$ cat src/rtl/sap_controller.sv
// SAP controller: one-hot T1..T6 ring counter plus opcode decode into the bus control word.
// Latency: control word is combinational from tstate/opcode; tstate advances one step per clk edge.
// Backpressure: none; the ring freezes at T4 once HLT latches halt, and only low_clr releases it.
// Optional build macro SAP_VARLEN_EN: each instruction returns to T1 right after its last useful T-state.

module sap_controller (
  input  logic       clk,
  input  logic       low_clr,
  input  logic [3:0] opcode,
  output logic       low_pc_inc,
  output logic       pc_out_en,
  output logic       low_mar_in,
  output logic       low_ram_out,
  output logic       low_ir_in,
  output logic       ir_out_en,
  output logic       low_a_in,
  output logic       a_out_en,
  output logic       alu_sub,
  output logic       alu_out_en,
  output logic       low_b_in,
  output logic       low_out_in,
  output logic       halt,
  output logic [5:0] tstate
);

  // One-hot T-states
  localparam logic [5:0] T1 = 6'b000001;
  localparam logic [5:0] T2 = 6'b000010;
  localparam logic [5:0] T3 = 6'b000100;
  localparam logic [5:0] T4 = 6'b001000;
  localparam logic [5:0] T5 = 6'b010000;
  localparam logic [5:0] T6 = 6'b100000;

  // Opcode map
  localparam logic [3:0] OP_LDA = 4'b0000;
  localparam logic [3:0] OP_ADD = 4'b0001;
  localparam logic [3:0] OP_SUB = 4'b0010;
  localparam logic [3:0] OP_OUT = 4'b1110;
  localparam logic [3:0] OP_HLT = 4'b1111;

  logic [5:0] tstate_q, tstate_d;
  logic       halt_q, halt_d;

`ifdef SAP_VARLEN_EN
  logic [5:0] last_t;

  // Last useful T-state of the current instruction; the ring returns to T1 after it.
  always_comb begin
    last_t = T6;
    case (opcode)
      OP_LDA:         last_t = T5;
      OP_ADD, OP_SUB: last_t = T6;
      OP_OUT:         last_t = T4;
      OP_HLT:         last_t = T6;
      default:        last_t = T3;
    endcase
  end
`endif

  // Ring counter next state and sticky halt; HLT in T4 freezes the ring where it is.
  always_comb begin
    tstate_d = {tstate_q[4:0], tstate_q[5]};
    halt_d   = halt_q;
    if (halt_q) begin
      tstate_d = tstate_q;
    end else if ((tstate_q == T4) && (opcode == OP_HLT)) begin
      halt_d   = 1'b1;
      tstate_d = tstate_q;
    end
`ifdef SAP_VARLEN_EN
    else if (tstate_q == last_t) begin
      tstate_d = T1;
    end
`endif
  end

  // State registers; reset aborts any instruction and returns to T1.
  always_ff @(posedge clk or negedge low_clr) begin
    if (!low_clr) begin
      tstate_q <= T1;
      halt_q   <= 1'b0;
    end else begin
      tstate_q <= tstate_d;
      halt_q   <= halt_d;
    end
  end

  // Control word decode; everything inactive by default and forced inactive while halted.
  always_comb begin
    low_pc_inc  = 1'b1;
    pc_out_en   = 1'b0;
    low_mar_in  = 1'b1;
    low_ram_out = 1'b1;
    low_ir_in   = 1'b1;
    ir_out_en   = 1'b0;
    low_a_in    = 1'b1;
    a_out_en    = 1'b0;
    alu_sub     = 1'b0;
    alu_out_en  = 1'b0;
    low_b_in    = 1'b1;
    low_out_in  = 1'b1;
    if (!halt_q) begin
      case (tstate_q)
        T1: begin
          pc_out_en  = 1'b1;
          low_mar_in = 1'b0;
        end
        T2: low_pc_inc = 1'b0;
        T3: begin
          low_ram_out = 1'b0;
          low_ir_in   = 1'b0;
        end
        T4: begin
          case (opcode)
            OP_LDA, OP_ADD, OP_SUB: begin
              ir_out_en  = 1'b1;
              low_mar_in = 1'b0;
            end
            OP_OUT: begin
              a_out_en   = 1'b1;
              low_out_in = 1'b0;
            end
            default: ;
          endcase
        end
        T5: begin
          case (opcode)
            OP_LDA: begin
              low_ram_out = 1'b0;
              low_a_in    = 1'b0;
            end
            OP_ADD, OP_SUB: begin
              low_ram_out = 1'b0;
              low_b_in    = 1'b0;
            end
            default: ;
          endcase
        end
        T6: begin
          if ((opcode == OP_ADD) || (opcode == OP_SUB)) begin
            alu_out_en = 1'b1;
            low_a_in   = 1'b0;
            alu_sub    = (opcode == OP_SUB);
          end
        end
        default: ;
      endcase
    end
  end

  assign tstate = tstate_q;
  assign halt   = halt_q;

endmodule
$ cat config.mk
export PLATFORM = sky130hd
export DESIGN_NAME = sap_controller
export DESIGN_NICKNAME = d
export VERILOG_FILES = /design/src/rtl/sap_controller.sv
export SDC_FILE = /design/constraint.sdc
export NUM_CORES = 1
export LEC_CHECK = 0
export BUFFER_PORTS_ARGS = -buffer_cell sky130_fd_sc_hd__buf_4
export CORE_AREA = 2 2 39 41
export DETAILED_ROUTE_END_ITERATION = 8
export DIE_AREA = 0 0 41 43
export GPL_TIMING_DRIVEN = 0
export PLACE_DENSITY = 0.66
export SYNTH_ARGS = -nofsm -noshare
export SYNTH_HDL_FRONTEND = slang
export SYNTH_SLANG_ARGS = --single-unit
$ cat constraint.sdc
create_clock -name clk -period 1.91 [get_ports clk]
set_clock_uncertainty 0.15 [all_clocks]
set_input_delay 0.191 -clock clk [delete_from_list [all_inputs] [get_ports clk]]
set_output_delay 0.191 -clock clk [all_outputs]
set_load 0.03 [all_outputs]
==> reports/results.tsv, run 1 <==
metric	value	unit
status	finished with violations	
failing checks	setup timing	
P_int	0.0002417	W
WL/cell	13.28	um
sequential share of power	47.6	%
n_diodes	0	
dpl hpwl	841.4	um
routing usage on met2	21.88	%
GRT Total Usage	14.71	%
relative slew slack	80.96	%
CP startpoint	tstate[3]$_DFFE_PN0P_	
Sw Ratio	22.56	%
Initial Utilization	32.19	%
vias per cell	5.127	
FMAX	427.5	MHz
Area Overhead vs Synth	103.1	%
Clock Pin Slew Worst Setup and Hold Paths	0.05	ns
routed wire length	1355	um
Post-Synthesis Cells	47	
Leak Pwr	0.4235	nW
Avg Cell Area, Syn	9.477	um2
Routed Antenna Nets	0	
core area	0.001384	mm2
post-route cell area	904.6	um2
post-route worst setup slack	-0.4293	ns
unrepaired setup endpoints after global routing	yes	
Data required, critical path	1.57	ns
final hold vios	0	
Max Cap Viol	0	
Final Power	0.0003121	W
layout cells sized above 1	70.93	%
worst hold slack	0.1368	ns
die height	43	um
GR Layer Usage met3	3.141	%
First DRT Iteration DRCs	3	
GRT overflow	0	
clock period minus worst slack	2.339	ns
asr flop ratio synth	100.0	%
initial antenna violation count	0	
logic gate share of total power	9.2	%
FP Rows	14	
global-route wire length before repair	1738	um
Psw	0.00007040	W
H-tree depth	1	
Port-buffer cells	24	
CP arrival	2.00	ns
CTS Sinks	7	
final RePlAce weighted congestion	0.7009	
count leader, synth	nand2_1	
met1 usage	17.94	%
Distinct cells, synth	23	
top cells by count, synth	7 x nand2_1, 6 x dfrtp_1, 5 x mux2_2, 4 x nor3_1	
via count	523	
Area after DPL	685.7	um2
final setup vio count	6	
EDFF count, synth	0	
Die X	41	um
top cells by area in the synthesized netlist	dfrtp_1 34%, mux2_2 13%, dfstp_2 5.9%	
#FFs+latches synth	7	
Pwr Density	345.0	mW/mm2
Synth area leader	dfrtp_1	
synthesized cell area	445.4	um2
utilization after layout	65.37	%
vias in the first global route	409	
DRT Pass-1 Iters	4	
Synth top area share	33.71	%
# nets final	93	
Clock Tree Root	clkbuf_4	
CTS Buf Count	3	
CTS max path bufs	2	
GRT Max-Usage Layer	met2	
Period Utilization, post-route	122.5	%
Seq/Total Area, Yosys	39.61	%
Worst Setup Start Kind	flip-flop	
Boundary Pins	25	
Post-synth top flop	dfrtp_1	
drc violations	0	
peak fanout along the critical path	2	
full die area	0.001763	mm2
min-delay worst type	input port to asynchronous set/reset pin	
Synth warnings	0	
TritonCTS clock tree	yes	
Reg2Reg Launch Point	tstate[4]$_DFFE_PN0P_	
Clk Latency, worst-skew pair	0.25	ns
post-synth net total	53	
CP Capture Type	output port	
Worst Setup Path Type	flip-flop to output port	
largest net degree at the start of global routing	11	
Max Transition Viols Final	0	
Max rail drop VDD	310.1	uV
Clk pwr share	43.2	%
Worst Max-Slew Pin Slew	0.2834	ns
TNS Setup	-1.656	ns
## path summary, 6_finish.rpt
path	to	slack (ns)	depth (start not counted)
min in group clk	halt$_DFF_PN0_	0.35	3
worst max register to register	tstate[3]$_DFFE_PN0P_	0.03	5
worst min-delay path	tstate[3]$_DFFE_PN0P_	0.14	2
max in group asynchronous	tstate[0]$_DFFE_PN1P_	1.27	2
worst min register to register	tstate[4]$_DFFE_PN0P_	0.43	1
worst max-delay path	low_ram_out	-0.43	4
## registers in the layout, summed over array words and instances, names as in the netlist
signal  cells
tstate      6
halt        1
## power by group through the flow
stage / sequential [W] / clock (W) / combinational, W
finish: 0.000149 / 0.000135 / 0.0000286
global route: 0.000148 / 0.000147 / 0.0000311
CTS: 0.000149 / 0.000140 / 0.0000256
detailed placement: 0.000151 / 0 / 0.0000228
global placement: 0.000151 / 0 / 0.0000228
floorplan: 0.000151 / 0 / 0.00000832
## cell type report
cell class / count / area (um2)
clock buffers: 4 / 26.28
well taps: 16 / 20.02
plain buffers: 1 / 7.507
repair buffers: 35 / 295.3
multi-input cells: 39 / 374.1
fillers: 129 / 479.2
flip-flops and latches: 7 / 181.4
## critical path, stage by stage (launching register included)
cell and delay, ns:
dfrtp_2 0.40, or4_4 0.54, or4b_4 0.54, o21a_4 0.13
buf_6 0.13
## cells in the final DEF, fill, tap and decap left out, drive strengths merged
master and instances:
or3 1, xnor2 1, dfrtp 6, o21a 1
nor3 4, nor3b 1, mux2 5, nor2 3
dfstp 1, nor4 2, buf 34, nand2 7
or4 1, and2 1, nand2b 3, nor2b 2
or4b 1, clkbuf 5, o21ai 1, nor4b 1
and4 1, a41o 1, and4b 1, dlygate4sd3 1
nand3b 1
## through the flow
stage / cells / setup slack (ns)
2_1_floorplan: 47 / -0.2757
3_3_place_gp: 87 / -0.2470
3_5_place_dp: 87 / -0.2542
4_1_cts: 95 / -0.4524
5_1_grt: 102 / -0.4521
6_report: 102 / -0.4293
## metal layers
metal | vias to the layer above | routed length [um]
met2 | 17 | 753
met3 | 3 | 74
met1 | 250 | 501
met5 | - | 0
met4 | 0 | 25
li1 | 253 | -
## cell families after synthesis
kind of cell              count (synthesis)  share of synthesized area, %
and+or+nand+nor                          30                         39.89
AOI/OAI and AO/OA                         3                         5.056
DFF                                       7                         39.61
xor gates and xnor gates                  1                         1.967
buffers and inverters                     1                        0.8419
muxes                                     5                         12.64
## what timing repair did
| action | CTS | global route |
|---|---|---|
| setup buffers | 3 | 7 |
| pin swaps | 3 | 10 |
| endpoints found under the setup margin | 14 | 14 |
| endpoints found under the hold margin | 7 | 0 |
| hold buffers | 1 | 0 |
| resized for setup | 10 | 17 |
Note: power is estimated with default switching activity, not from simulation.
==> run 2: changes to the inputs <==
- CTS_BUF_LIST: default -> sky130_fd_sc_hd__clkbuf_4 sky130_fd_sc_hd__clkbuf_8 sky130_fd_sc_hd__clkbuf_16
==> run 2 against run 1 <==
- the flow still finishes with violations (setup timing)
- wire length is 3.0% higher
- critical path depth stayed put
- non-clock buffer count is 2 higher
- clock power is 8% higher
- setup slack better by 0.0048 ns
- clock-buffer cell count stayed put
- fmax is 0.21% higher
- flip-flop and latch count stayed put
- first-iteration DRC count is 33% higher
==> reports/results.tsv, run 2 (synthesized netlist as in run 1, its figures left out) <==
metric	value	unit	change
status	finished with violations		unchanged
failing checks	setup timing		unchanged
Period Utilization, post-route	122.2	%	was 122.5%
Crit path max-delay family	simple AND/OR/NAND/NOR gates		unchanged
clock period minus worst slack	2.334	ns	was 2.339 ns
post-route worst setup slack	-0.4244	ns	was -0.4293 ns
FF/Latch Area	182.7	um2	was 181.4 um2
Worst Setup Start Kind	flip-flop		unchanged
relative slew slack	80.86	%	was 80.96%
Max Transition Viols Final	0		unchanged
# nets final	95		was 93
slowest CP cell	or4_4		unchanged
FMAX	428.4	MHz	was 427.5 MHz
Die X	41	um	unchanged
CP bufs+invs	1		unchanged
final hold vios	0		unchanged
CP Cell Sequence	or4_4, or4b_4, o21a_4, buf_6		unchanged
Max Cap Viol	0		unchanged
unrepaired setup endpoints after global routing	yes		unchanged
fin cells	104		was 102
CTS Buf Count	3		unchanged
Clock Tree Root	clkbuf_4		unchanged
Clock Pin Slew Worst Setup and Hold Paths	0.05	ns	about the same
CP Capture Type	output port		unchanged
GRT overflow	0		unchanged
min-delay worst type	input port to asynchronous set/reset pin		unchanged
Worst Setup Path Type	flip-flop to output port		unchanged
core area	0.001384	mm2	unchanged
peak fanout along the critical path	2		unchanged
final RePlAce weighted congestion	0.7009		unchanged
Initial Utilization	32.19	%	unchanged
Data required, critical path	1.57	ns	about the same
Area Overhead vs Synth	107.3	%	was 103.1%
routed wire length	1395	um	was 1355 um
r2r setup slk	-0.07	ns	was 0.03 ns
commonest cells after routing, fill and taps aside	29 x buf_4, 7 x buf_6, 5 x clkbuf_4, 5 x dfrtp_2, 4 x nand2_1		was 26 x buf_4, 8 x buf_6, 4 x clkbuf_4, 4 x nand2_1, 4 x dfrtp_2
layout cells sized above 1	75.00	%	was 70.93%
dpl hpwl	841.4	um	unchanged
via count	530		was 523
global-route wire length before repair	1787	um	was 1738 um
initial antenna violation count	0		unchanged
vias in the first global route	423		was 409
largest net degree at the start of global routing	11		unchanged
die height	43	um	unchanged
Final Power	0.0003236	W	was 0.0003121 W
Leak Pwr	0.4336	nW	was 0.4235 nW
Boundary Pins	25		unchanged
GRT Total Usage	15.21	%	was 14.71%
multi-input logic area	376.6	um2	was 374.1 um2
Pwr Density	350.5	mW/mm2	was 345.0 mW/mm2
WL/cell	13.41	um	was 13.28 um
First DRT Iteration DRCs	4		was 3
commonest non-fill, non-tap cell in the layout	buf_4		unchanged
full die area	0.001763	mm2	unchanged
CP arrival	1.99	ns	was 2.00 ns
drc violations	0		unchanged
placed insts	87		unchanged
FILL cells	126		was 129
Port-buffer cells	24		unchanged
vias per cell	5.096		was 5.127
final setup vio count	11		was 6
Routed Antenna Nets	0		unchanged
CP startpoint	tstate[4]$_DFFE_PN0P_		was tstate[3]$_DFFE_PN0P_
max FFs per register	6		unchanged
Worst Max-Slew Pin Slew	0.2849	ns	was 0.2834 ns
TritonCTS clock tree	yes		unchanged
Max rail drop VDD	313.4	uV	was 310.1 uV
Setup Slack @ Placement	-0.2542	ns	unchanged
CTS Sinks	7		unchanged
n_diodes	0		unchanged
Reg2Reg Launch Point	tstate[4]$_DFFE_PN0P_		unchanged
DRT Pass-1 Iters	4		unchanged
H-tree depth	1		unchanged
CTS max path bufs	2		unchanged
Clk Latency, worst-skew pair	0.25	ns	about the same
FP Rows	14		unchanged
CP peak stage delay	0.54	ns	about the same
## run 2: worst paths after layout
path | endpoint | depth (start not counted)
min reg2reg | tstate[2]$_DFFE_PN0P_ | 2
min in group clk | halt$_DFF_PN0_ | 3
max | low_ram_out | 4
max reg2reg | tstate[4]$_DFFE_PN0P_ | 6
max in group asynchronous | tstate[0]$_DFFE_PN1P_ | 2
min | tstate[3]$_DFFE_PN0P_ | 2
## run 2: cell type report
| cell class | count | share of cell area [%] |
|---|---|---|
| timing repair buffer | 37 | 33.20 |
| clock buffer | 4 | 3.252 |
| buffer | 1 | 0.8130 |
| sequential | 7 | 19.78 |
| tap | 16 | 2.168 |
| multi-input combinational | 39 | 40.79 |
## run 2: repair_timing
action	4_1_cts	5_1_grt
buffers inserted	5	7
pin swaps	3	11
hold buffers	1	0
hold endpoints to repair	7	0
endpoints found under the setup margin	14	14
gates resized for setup	11	17
## run 2: report_power, final
group	switching, W	internal (W)	total [W]
clock	0.0000527	0.0000938	0.000146
sequential	0	0.000149	0.000149
combinational	0.0000153	0.0000133	0.0000285
total	0.0000680	0.000256	0.000324
## run 2: stage by stage
stage	util (%)	hold WS, ns	instance area, um2	setup TNS [ns]
2_1_floorplan	-	-0.2546	485.5	-1.290
3_3_place_gp	49.55	-0.1437	685.7	-0.9035
3_5_place_dp	49.55	-0.1435	685.7	-0.9597
4_1_cts	58.14	0.1240	804.5	-1.896
5_1_grt	66.73	0.1447	923.4	-2.920
6_report	66.73	0.1412	923.4	-2.119
## run 2: worst register-to-register path, cell delays in order, from the launching register on
cell and delay [ns]:
dfrtp_2 0.41, buf_4 0.14, buf_6 0.12, nor4_4 0.32
buf_4 0.17, a41o_1 0.24, mux2_4 0.32
## run 2: routing by layer
| metal | part of all wire [%] | track usage [%] |
|---|---|---|
| met1 | 37 | 18.60 |
| met2 | 58 | 22.81 |
| met3 | 4.7 | 3.141 |
| met4 | 0 | 10.00 |
| met5 | 0 | 0 |
==> run 3: changes to the inputs <==
- GPL_TIMING_DRIVEN: 0 -> default
- clock period: 1.91 -> 2.12 ns (I/O delays scaled with it)
==> run 3 against run 2 <==
- the flow still finishes with violations (setup timing)
- combinational power down 24%
- die area unchanged
- setup slack better by 0.26 ns
- via count down 8.9%
- register-to-register slack better by 0.38 ns
- total power down 13%
- sequential power down 10%
- utilization down 8.3 points
- hold slack better by 0.018 ns
- critical path type unchanged
- critical endpoint unchanged
- highest routed layer unchanged
==> reports/results.tsv, run 3 (synthesized netlist as in run 1, its figures left out) <==
metric	value	unit	change
largest net degree at the start of global routing	9		was 11
global-route wire length before repair	1994	um	was 1787 um
CTS Buf Count	3		unchanged
TritonCTS clock tree	yes		unchanged
vias in the first global route	493		was 423
final hold vios	0		unchanged
Period Utilization, post-route	107.9	%	
Data required, critical path	1.76	ns	was 1.57 ns
status	finished with violations		unchanged
Die X	41	um	unchanged
GRT Total Usage	16.79	%	was 15.21%
CP Capture Type	output port		unchanged
CTS Sinks	7		unchanged
Max Transition Viols Final	0		unchanged
FMAX	437.3	MHz	
relative slew slack	80.10	%	was 80.86%
Port-buffer cells	24		unchanged
FP Rows	14		unchanged
DRT Pass-1 Iters	3		was 4
routed wire length	1182	um	was 1395 um
Area Overhead vs Synth	81.46	%	was 107.3%
layout cells sized above 1	61.90	%	was 75.00%
commonest non-fill, non-tap cell in the layout	buf_4		unchanged
peak fanout along the critical path	2		unchanged
GRT overflow	0		unchanged
clock period minus worst slack	2.287	ns	
post-route cell area	808.3	um2	was 923.4 um2
H-tree depth	1		unchanged
Final Power	0.0002822	W	was 0.0003236 W
n_diodes	0		unchanged
post-route worst setup slack	-0.1665	ns	was -0.4244 ns
Max Cap Viol	0		unchanged
r2r setup slk	0.31	ns	was -0.07 ns
FILL cells	122		was 126
# nets final	91		was 95
dpl hpwl	953.5	um	was 841.4 um
Routed Antenna Nets	0		unchanged
max FFs per register	6		unchanged
CTS max path bufs	2		unchanged
drc violations	0		unchanged
failing checks	setup timing		unchanged
Max rail drop VDD	251.4	uV	was 313.4 uV
Clk Latency, worst-skew pair	0.24	ns	was 0.25 ns
Clock Pin Slew Worst Setup and Hold Paths	0.05	ns	about the same
Worst Max-Slew Pin Slew	0.2985	ns	was 0.2849 ns
Worst Setup Path Type	flip-flop to output port		unchanged
Initial Utilization	32.19	%	unchanged
Worst Setup Start Kind	flip-flop		unchanged
Boundary Pins	25		unchanged
unrepaired setup endpoints after global routing	yes		unchanged
final setup vio count	4		was 11
initial antenna violation count	0		unchanged
CP arrival	1.92	ns	was 1.99 ns
via count	483		was 530
full die area	0.001763	mm2	unchanged
multi-input logic area	317.8	um2	was 376.6 um2
vias per cell	4.830		was 5.096
core area	0.001384	mm2	unchanged
Leak Pwr	0.3975	nW	was 0.4336 nW
final RePlAce weighted congestion	0.7326		was 0.7009
Clock Tree Root	clkbuf_4		unchanged
Area after DPL	735.7	um2	was 685.7 um2
FF/Latch Area	178.9	um2	was 182.7 um2
min-delay worst type	input port to asynchronous set/reset pin		unchanged
First DRT Iteration DRCs	2		was 4
commonest cells after routing, fill and taps aside	32 x buf_4, 7 x nand2_1, 5 x mux2_2, 4 x clkbuf_4, 4 x dfrtp_1		was 29 x buf_4, 7 x buf_6, 5 x clkbuf_4, 5 x dfrtp_2, 4 x nand2_1
die height	43	um	unchanged
Pwr Density	349.1	mW/mm2	was 350.5 mW/mm2
WL/cell	11.82	um	was 13.41 um
Worst Reg2Reg Path Length in Cells	5		was 6
[run 3: changes by cell type in the layout (fill, tap and decap cells not counted), sizes merged]
| cell | before | now |
|---|---|---|
| buf | 36 | 33 |
| clkbuf | 5 | 4 |
[run 3: path summary, 6_finish.rpt]
kind / startpoint / end
worst max-delay path: tstate[3]$_DFFE_PN0P_ / low_ram_out
worst min-delay path: low_clr / tstate[1]$_DFFE_PN0P_
worst max register to register: tstate[5]$_DFFE_PN0P_ / tstate[4]$_DFFE_PN0P_
worst min register to register: tstate[4]$_DFFE_PN0P_ / tstate[5]$_DFFE_PN0P_
max in group asynchronous: low_clr / tstate[0]$_DFFE_PN1P_
min in group clk: opcode[1] / halt$_DFF_PN0_
[run 3: area by class of cell]
type | count | share of cell area, %
sequential | 7 | 22.14
clock buffer | 4 | 3.715
tap | 16 | 2.477
timing repair buffer | 34 | 32.35
multi-input combinational | 39 | 39.32
[run 3: stage by stage]
step / worst slack [ns] / TNS [ns] / instances / util [%] / hold slack, ns
detailed placement: 0.02868 / 0 / 94 / 53.16 / -0.1246
floorplan: -0.08667 / -0.2593 / 47 / - / -0.2336
CTS: -0.1821 / -0.4034 / 99 / 56.78 / 0.1462
finish: -0.1665 / -0.3406 / 100 / 58.41 / 0.1593
global placement: 0.03963 / 0 / 94 / 53.16 / -0.1251
global route: -0.2139 / -0.5796 / 100 / 58.41 / 0.1535
[run 3: where the power goes]
part           switching [W]  internal, W
Clock              0.0000422    0.0000841
Combinational      0.0000110    0.0000108
Sequential                 0     0.000134
Total              0.0000532     0.000229
[run 3: worst max-delay path, cell delays in order (launching register included)]
cell     delay (ns)
dfrtp_2        0.39
or4_4          0.53
or4b_4         0.50
o21a_4         0.13
buf_6          0.13
[run 3: timing repair]
action	4_1_cts	5_1_grt
hold buffers	1	0
endpoints found under the hold margin	7	0
pin swaps	2	1
buffers inserted	0	1
setup endpoints to repair	5	7
resized for setup	2	2
[run 3: per-layer routing]
metal	share of wire, %	global-route usage (%)	vias to the layer above
li1	-	-	248
met1	40	18.12	219
met2	53	27.81	16
met3	7.7	3.665	0
met4	0	10.00	0
met5	0	0	-
